[config.mk]
export PLATFORM = sky130hd
export DESIGN_NAME = instr_fetch_unit_flat
export DESIGN_NICKNAME = d
export VERILOG_FILES = /design/src/rtl/fetch_pkg.sv /design/src/rtl/instr_fetch_unit_if.sv /design/src/rtl/ifid_pipe_reg.sv /design/src/rtl/instr_fetch_unit.sv /design/src/flat_wrapper.sv
export SDC_FILE = /design/constraint.sdc
export NUM_CORES = 1
export LEC_CHECK = 0
export ABC_AREA = 0
export CAP_MARGIN = 0
export CELL_PAD_IN_SITES_DETAIL_PLACEMENT = 0
export CELL_PAD_IN_SITES_GLOBAL_PLACEMENT = 1
export CORE_MARGIN = 1.5
export CORE_UTILIZATION = 32
export DETAILED_ROUTE_END_ITERATION = 16
export PLACE_DENSITY_LB_ADDON = 0.1
export RECOVER_POWER = 100
export SLEW_MARGIN = 20
export SYNTH_ARGS = -nofsm -noshare
export SYNTH_HDL_FRONTEND = slang
export SYNTH_SLANG_ARGS = --single-unit
[constraint.sdc]
create_clock -name clk -period 6.1 [get_ports clk]
set_clock_uncertainty 0.1 [all_clocks]
set_input_delay 1.83 -clock clk [delete_from_list [all_inputs] [get_ports clk]]
set_output_delay 1.83 -clock clk [all_outputs]
set_load 0.1 [all_outputs]
[src/rtl/fetch_pkg.sv]
// fetch_pkg: fetch FSM state encoding and shared instruction constants.
package fetch_pkg;
  typedef enum logic [1:0] {
    S_IDLE = 2'd0,
    S_RUN  = 2'd1,
    S_HALT = 2'd2
  } fetch_state_e;
  localparam logic [31:0] NOP_INSTR_DEF  = 32'h0000_0013;
  localparam logic [31:0] HALT_INSTR_DEF = 32'hFFFF_FFFF;
endpackage

[src/rtl/instr_fetch_unit_if.sv]
// instr_fetch_unit_if: word-addressed combinational instruction memory port.
interface instr_fetch_unit_if #(parameter int DW = 32);
  logic [DW-1:0] im_addr;
  logic [DW-1:0] im_instr;
  modport master (output im_addr, input im_instr);
  modport slave (input im_addr, output im_instr);
endinterface

[src/rtl/ifid_pipe_reg.sv]
// ifid_pipe_reg: stage register holding {instr, pc, pc_next, valid} with load/hold/flush.
module ifid_pipe_reg import fetch_pkg::*; #(
  parameter int DW = 32,
  parameter logic [DW-1:0] NOP_INSTR = DW'(NOP_INSTR_DEF)
) (
  input  logic          clk,
  input  logic          rst,
  input  logic          load,
  input  logic          flush,
  input  logic [DW-1:0] instr_in,
  input  logic [DW-1:0] pc_in,
  input  logic [DW-1:0] pc_next_in,
  output logic [DW-1:0] instr,
  output logic [DW-1:0] pc,
  output logic [DW-1:0] pc_next,
  output logic          valid
);
  logic [DW-1:0] instr_q, instr_d, pc_q, pc_d, pc_next_q, pc_next_d;
  logic valid_q, valid_d;
  logic take;
  always_comb begin
    take      = load && !flush;
    instr_d   = flush ? NOP_INSTR : take ? instr_in : instr_q;
    pc_d      = take ? pc_in : pc_q;
    pc_next_d = take ? pc_next_in : pc_next_q;
    valid_d   = flush ? 1'b0 : take ? 1'b1 : valid_q;
  end
  always_ff @(posedge clk or posedge rst) begin
    if (rst) begin
      instr_q   <= NOP_INSTR;
      pc_q      <= '0;
      pc_next_q <= '0;
      valid_q   <= 1'b0;
    end else begin
      instr_q   <= instr_d;
      pc_q      <= pc_d;
      pc_next_q <= pc_next_d;
      valid_q   <= valid_d;
    end
  end
  assign instr   = instr_q;
  assign pc      = pc_q;
  assign pc_next = pc_next_q;
  assign valid   = valid_q;
endmodule

[src/rtl/instr_fetch_unit.sv]
// instr_fetch_unit: PC, fetch FSM and IF/ID capture with stall, redirect and halt.
module instr_fetch_unit import fetch_pkg::*; #(
  parameter int DW = 32,
  parameter logic [DW-1:0] RESET_PC = '0,
  parameter int unsigned PC_INC = 1,
  parameter logic [DW-1:0] NOP_INSTR = DW'(NOP_INSTR_DEF),
  parameter logic [DW-1:0] HALT_INSTR = DW'(HALT_INSTR_DEF),
  parameter int CW = 16
) (
  input  logic          clk,
  input  logic          rst,
  input  logic          start,
  input  logic          stall,
  input  logic          redirect_valid,
  input  logic [DW-1:0] redirect_pc,
  instr_fetch_unit_if.master im,
  output logic [DW-1:0] ifid_instr,
  output logic [DW-1:0] ifid_pc,
  output logic [DW-1:0] ifid_pc_next,
  output logic          ifid_valid,
  output logic          halted,
  output logic [CW-1:0] fetch_count
);
  fetch_state_e state_q, state_d;
  logic [DW-1:0] pc_q, pc_d, pc_inc;
  logic [CW-1:0] cnt_q, cnt_d;
  logic run, redir, load, flush, is_halt;
  assign pc_inc = pc_q + DW'(PC_INC);
  always_comb begin
    run     = state_q == S_RUN;
    redir   = run && redirect_valid;
    load    = run && !redirect_valid && !stall;
    is_halt = im.im_instr == HALT_INSTR;
    // halt's own capture is shown for one unstalled cycle, then flushed for good
    flush   = redir || (state_q == S_HALT && !stall);
    pc_d    = redir ? redirect_pc : (load && !is_halt) ? pc_inc : pc_q;
    cnt_d   = (load && cnt_q != '1) ? cnt_q + 1'b1 : cnt_q;
    state_d = (state_q == S_IDLE && start) ? S_RUN : (load && is_halt) ? S_HALT : state_q;
  end
  always_ff @(posedge clk or posedge rst) begin
    if (rst) begin
      state_q <= S_IDLE;
      pc_q    <= RESET_PC;
      cnt_q   <= '0;
    end else begin
      state_q <= state_d;
      pc_q    <= pc_d;
      cnt_q   <= cnt_d;
    end
  end
  ifid_pipe_reg #(.DW(DW), .NOP_INSTR(NOP_INSTR)) u_ifid (
    .clk        (clk),
    .rst        (rst),
    .load       (load),
    .flush      (flush),
    .instr_in   (im.im_instr),
    .pc_in      (pc_q),
    .pc_next_in (pc_inc),
    .instr      (ifid_instr),
    .pc         (ifid_pc),
    .pc_next    (ifid_pc_next),
    .valid      (ifid_valid)
  );
  assign im.im_addr  = pc_q;
  assign halted      = state_q == S_HALT;
  assign fetch_count = cnt_q;
endmodule

[src/flat_wrapper.sv]
// flat-port wrapper written by rule: the top's interface ports become plain ports
module instr_fetch_unit_flat import fetch_pkg::*;
#(
  parameter int DW = 32,
  parameter logic [DW-1:0] RESET_PC = '0,
  parameter int unsigned PC_INC = 1,
  parameter logic [DW-1:0] NOP_INSTR = DW'(NOP_INSTR_DEF),
  parameter logic [DW-1:0] HALT_INSTR = DW'(HALT_INSTR_DEF),
  parameter int CW = 16
)
  (clk, rst, start, stall, redirect_valid, redirect_pc, ifid_instr, ifid_pc, ifid_pc_next, ifid_valid, halted, fetch_count, im_im_addr, im_im_instr);
  instr_fetch_unit_if #(.DW(DW)) im_i ();
  input  logic clk;
  input  logic rst;
  input  logic start;
  input  logic stall;
  input  logic redirect_valid;
  input  logic [DW-1:0] redirect_pc;
  output logic [DW-1:0] ifid_instr;
  output logic [DW-1:0] ifid_pc;
  output logic [DW-1:0] ifid_pc_next;
  output logic ifid_valid;
  output logic halted;
  output logic [CW-1:0] fetch_count;
  output wire logic [$bits(im_i.im_addr)-1:0] im_im_addr;
  input wire logic [$bits(im_i.im_instr)-1:0] im_im_instr;
  assign im_im_addr = im_i.im_addr;
  assign im_i.im_instr = im_im_instr;
  instr_fetch_unit #(.DW(DW), .RESET_PC(RESET_PC), .PC_INC(PC_INC), .NOP_INSTR(NOP_INSTR), .HALT_INSTR(HALT_INSTR), .CW(CW)) u_core (.clk(clk), .rst(rst), .start(start), .stall(stall), .redirect_valid(redirect_valid), .redirect_pc(redirect_pc), .im(im_i), .ifid_instr(ifid_instr), .ifid_pc(ifid_pc), .ifid_pc_next(ifid_pc_next), .ifid_valid(ifid_valid), .halted(halted), .fetch_count(fetch_count));
endmodule
# Word-level counts from Yosys, hierarchy flattened
# Cells that the tools add are included.
# totals
register_bits,147
inputBits,69
out_inout_bits,146
word_cells,39
# op_classes
add_sub_neg,2
n_eq_ne,4
mux,8
reduce_logical,18
# ops
cell,n
$mux W32,4
$add A32 B1 Y32 const B,1
$eq A32 B32 Y1 const B,1
$add A16 B1 Y16 const B,1
$ne A16 B16 Y1 const B,1
$logic_and A1 B1 Y1,9
$reduce_bool A2 Y1,3
$logic_not A1 Y1,4
$mux W2,2
$eq A2 B1 Y1 const B,1
$eq A2 B2 Y1 const B,1
$logic_not A2 Y1,1
$mux W1,2
$logic_or A1 B1 Y1,1

# Depth between registers and ports, before layout
# depth
word_depth,7
depth_mapped,8
depth_no_buf,6

# Hierarchy
# From an unflattened synthesis, not the netlist that was laid out.
# hier_totals
cells_unflattened,606
area_unflattened_um2,7277.0
# by_module_without_submodules
module,instances,cells_per_inst,area_per_inst_um2,seq_area_each_um2
ifid_pipe_reg,1,244,4023.9,2431.1
instr_fetch_unit,1,362,3253.1,1251.2

# Worst setup path before layout
# No wires, ideal clock.
# synth_timing
path_kind,register to output
from,reg u_core.state_q[1]
to,out halted
arrival_ns,1.949
t_required_ns,4.170
path_slack_ns,2.221
path_stages_with_launch,3
path_buffers,1
cell_sequence,dfrtp_1 -> clkbuf_1 -> nor2b_1
# synth_via
elab_chain_cells,1
# synth_rtl
element,line_no,text
start: declaration,instr_fetch_unit.sv:24,"fetch_state_e state_q, state_d;"
start signal: assignment,instr_fetch_unit.sv:46,state_q <= state_d;
$eq A2 B2 Y1,instr_fetch_unit.sv:65,assign halted = state_q == S_HALT;
end: declaration,flat_wrapper.sv:23,output logic halted;
# Every way passes these cells.

# Worst setup path in the final report
# layout_timing
from,in stall
to,reg u_core.pc_q[20] (netlist: u_core.im.im_addr[20])
# layout_via
elab_chain_cells,4
# layout_rtl
element,line_no,text
start: declaration,flat_wrapper.sv:16,input logic stall;
$logic_not A1 Y1,instr_fetch_unit.sv:32,load = run && !redirect_valid && !stall;
$logic_and A1 B1 Y1,instr_fetch_unit.sv:32,
$logic_and A1 B1 Y1,instr_fetch_unit.sv:36,pc_d = redir ? redirect_pc : (load && !is_halt) ? pc_inc : pc_q;
$reduce_bool A2 Y1 (no line),-,
end signal: assignment,instr_fetch_unit.sv:47,pc_q <= pc_d;
end: declaration,instr_fetch_unit.sv:25,"logic [DW-1:0] pc_q, pc_d, pc_inc;"
# Every way passes these cells.
# A chain may end at the register's enable or synchronous reset.

==> results_dict.tcl <==
set metrics [dict create \
    synth_top_family_by_area "simple AND/OR/NAND/NOR gates" \
    synthCells 664 \
    cts_resized 0 \
    cts_root_buffer "clkbuf_16" \
    period_share_pct 78.9 \
    worstMarginPinSlew_ns 2.07 \
    yosys_warnings 0 \
    port_buffers 214 \
    layout-drive-gt1-share_pct 7.67 \
    switchingPower_w 0.00212 \
    htreeDepth 4 \
    peakVddDrop_mv 0.213 \
    critPathKind "primary input to register" \
    grt_pass1_vias 5973 \
    rows 52 \
    dp.cells 1112 \
    syn_area_um2 6760 \
    fmax_ghz 0.208 \
    dp_hpwl_um 14100 \
    grtUsageTotal_pct 19.4 \
    clkPwrFrac_pct 23.2 \
    ant_nets 0 \
    drc 0 \
    ys_types 55 \
    globalplace.congestion 0.762 \
    die_h_um 148 \
    antenna_found_initial 0 \
    regToRegStartpoint "u_core.state_q[0]" \
    synthMuxAreaShare_pct 0.167 \
    ys.flop_type "dfrtp_1" \
    dr.pass1.iters 4 \
    io-pin-count 215 \
    tns_ns 0 \
    routed_via_density 5.02 \
    grt_max_degree 94 \
    holdBufCountCts 0 \
    die_x_um 148 \
    p_sw_share_pct 50.6 \
    synthXorXnorAreaFrac_pct 5.83 \
    final_nets 932 \
    dieArea_um2 22000 \
    worstPathMaxFanout 63 \
    cp-end-kind "register" \
    synth_area_leaders "dfrtp_1 (53%), nand2_1 (7.4%), xnor2_1 (5.1%)" \
    async_flop_share_pct 100 \
    cp_data_arrival_time_ns 5.07 \
    r2r_setup_slack_ns 2.80 \
    synth-simple-area-share_pct 20.0 \
    holdPathStages 2 \
    leakage_nw 4.17 \
    area_growth_pct 43.3 \
    grt_remaining_overflow 0 \
    synth_top_cell_by_area "dfrtp_1" \
    hold_class "register to register" \
    drt_iter0_markers 253 \
    cp.buffers_inverters 2 \
    netlist.area_leader.share_pct 53.3 \
    grt_setup_unrepaired "false" \
    slew_viol_final 137 \
    instances_no_fill 1144 \
    wl_per_cell_um 18.0 \
    synth_edf_count 0 \
    setup_viol 0 \
    clock_latency_ns 0.42 \
    timing.slew.headroom_pct -38.5 \
    path_clk_slew_ns 0.06 \
    internal_power_w 0.00207 \
    power_density_nw_per_um2 432 \
    num_antenna_cells 0 \
    grt_first_pass_wirelength_um 33400 \
    worstRegToRegCells 6 \
    cp-start-kind "primary input" \
    start_util_pct 33.0 \
    slowest_delay_ns 0.93 \
    drv_cap 2 \
    avgSynthCellArea_um2 10.2 \
    r2r_end "u_core.im.im_addr[20]" \
    fin_crit_ns 4.81 \
    outcome "finished, violations left" \
    routed_wl_um 20500 \
    syn-num-nets 735 \
    p_seq_share_pct 30.9 \
    cts_buffers 17 \
    p_comb_share_pct 45.9 \
    cts_tree "done" \
    violations "max-capacitance violations, max-slew violations" \
    clk_path_buf_depth 2 \
    hold_viol_final 0 \
    core_area_um2 20500 \
    hold_end "u_core.u_ifid.instr[4]" \
    synth_seq_area_share_pct 54.5 \
    timing.critical_path.cells "dlygate4sd3_1, nor3b_1, nand2b_1, buf_4, a21o_1, o22a_1, o221a_2" \
    clock_sinks 147 \
    postCtsSetupBuffers 0 \
    cp-startpoint "stall" \
    finalPower_w 0.00418 \
    critical-path-top-delay-family "buffers and inverters" \
    hold_start "u_core.u_ifid.instr[4]" \
    synth_adder_area_share_pct 0.370 \
    crit_required_ns 6.36 \
    synth_seq_cells 147 \
    synth_compound_area_share_pct 15.7 \
    vias 5748 \
    critPathSlowestCell "nand2b_1" \
]
[flip-flops by register name, summed over array words and instances (netlist names)]
register	flops
u_core.u_ifid.pc_next	32
u_core.u_ifid.pc	32
u_core.im.im_addr	32
u_core.fetch_count	16
u_core.state_q	2
u_core.u_ifid.instr	32
u_core.u_ifid.valid	1
[cells in the mapped netlist (all sizes together), types with 6 or more instances]
cell type,number
xnor2,39
nand2,134
clkbuf,33
o21a,7
a21oi,10
buf,13
xor2,6
nand4,13
nor4,8
a31oi,8
nor2,40
a22o,30
and4,7
a211oi,18
a311oi,14
o22a,9
nor3,16
dfrtp,144
nand3,24
inv,9
o21ai,33
and3,15
[layout make-up]
| class | instances | area [um2] |
|---|---|---|
| fill | 1915 | 10800 |
| sequential | 147 | 3680 |
| multi-input combinational | 462 | 2870 |
| timing repair buffer | 224 | 2210 |
| clock buffer | 19 | 443 |
| tap | 270 | 338 |
| clock inverter | 13 | 100 |
| inverter | 9 | 37.5 |
[power by group through the flow]
stage	registers (W)	logic [W]	clock network, W
floorplan	0.00248	0.000314	0
global placement	0.00131	0.00198	0
detailed placement	0.00132	0.00199	0
CTS	0.00130	0.00200	0.000998
global route	0.00132	0.00200	0.00104
finish	0.00129	0.00192	0.000972
[worst max-delay path by stage]
stage	endpoint	cells after the start
after floorplan	u_core.fetch_count[0]	1
after global placement	u_core.im.im_addr[20]	7
after detailed placement	u_core.im.im_addr[24]	7
after CTS	u_core.im.im_addr[20]	7
after global routing	u_core.im.im_addr[22]	7
final	u_core.im.im_addr[20]	7
[kinds of logic (layout without fill, tap and decap cells)]
family / Yosys count / count (layout)
DFF: 147 / 147
and+or+nand+nor: 271 / 271
adders and majority gates: 2 / 2
muxes: 1 / 1
xor gates and xnor gates: 45 / 45
buffers and inverters: 55 / 265
AOI/OAI and AO/OA: 143 / 143
[routing by layer]
metal / part of all wire, % / global-route usage, % / vias to the layer above
li1: - / - / 2763
met1: 46 / 26.3 / 2807
met2: 47 / 30.4 / 164
met3: 6.1 / 5.31 / 14
met4: 0.97 / 5.50 / 0
met5: 0 / 0 / -
[worst register-to-register path: cells and delay by family (launching register included)]
family,cells,cell delay [ns]
AO/OA/AOI/OAI,3,0.87
buffers and inverters,1,0.66
AND/OR/NAND/NOR,2,1.13
flip-flops,1,0.48
[placed cells by master (no fill, tap or decap), drive strengths merged, types with 12 or more instances in the layout]
cell type,netlist,final
and3,15,15
a22o,30,30
nand2,134,134
xnor2,39,39
dlygate4sd3,0,148
nor2,40,40
nor3,16,16
o21ai,33,33
nand3,24,24
clkdlybuf4s50,0,66
clkbuf,33,21
nand4,13,13
a211oi,18,18
inv,9,12
a311oi,14,14
dfrtp,144,144
[stage by stage]
stage          area (um2)  utilization (%)  worst slack, ns  hold slack, ns
4_1_cts              9700             47.4             1.79           0.360
3_5_place_dp         9160             44.7             1.34           0.350
5_1_grt              9680             47.2            0.916           0.369
3_3_place_gp         9160             44.7             1.43           0.348
2_1_floorplan        6760                -            0.224           0.581
6_report             9680             47.2             1.29           0.354
Note: power is estimated with default switching activity, not from simulation.
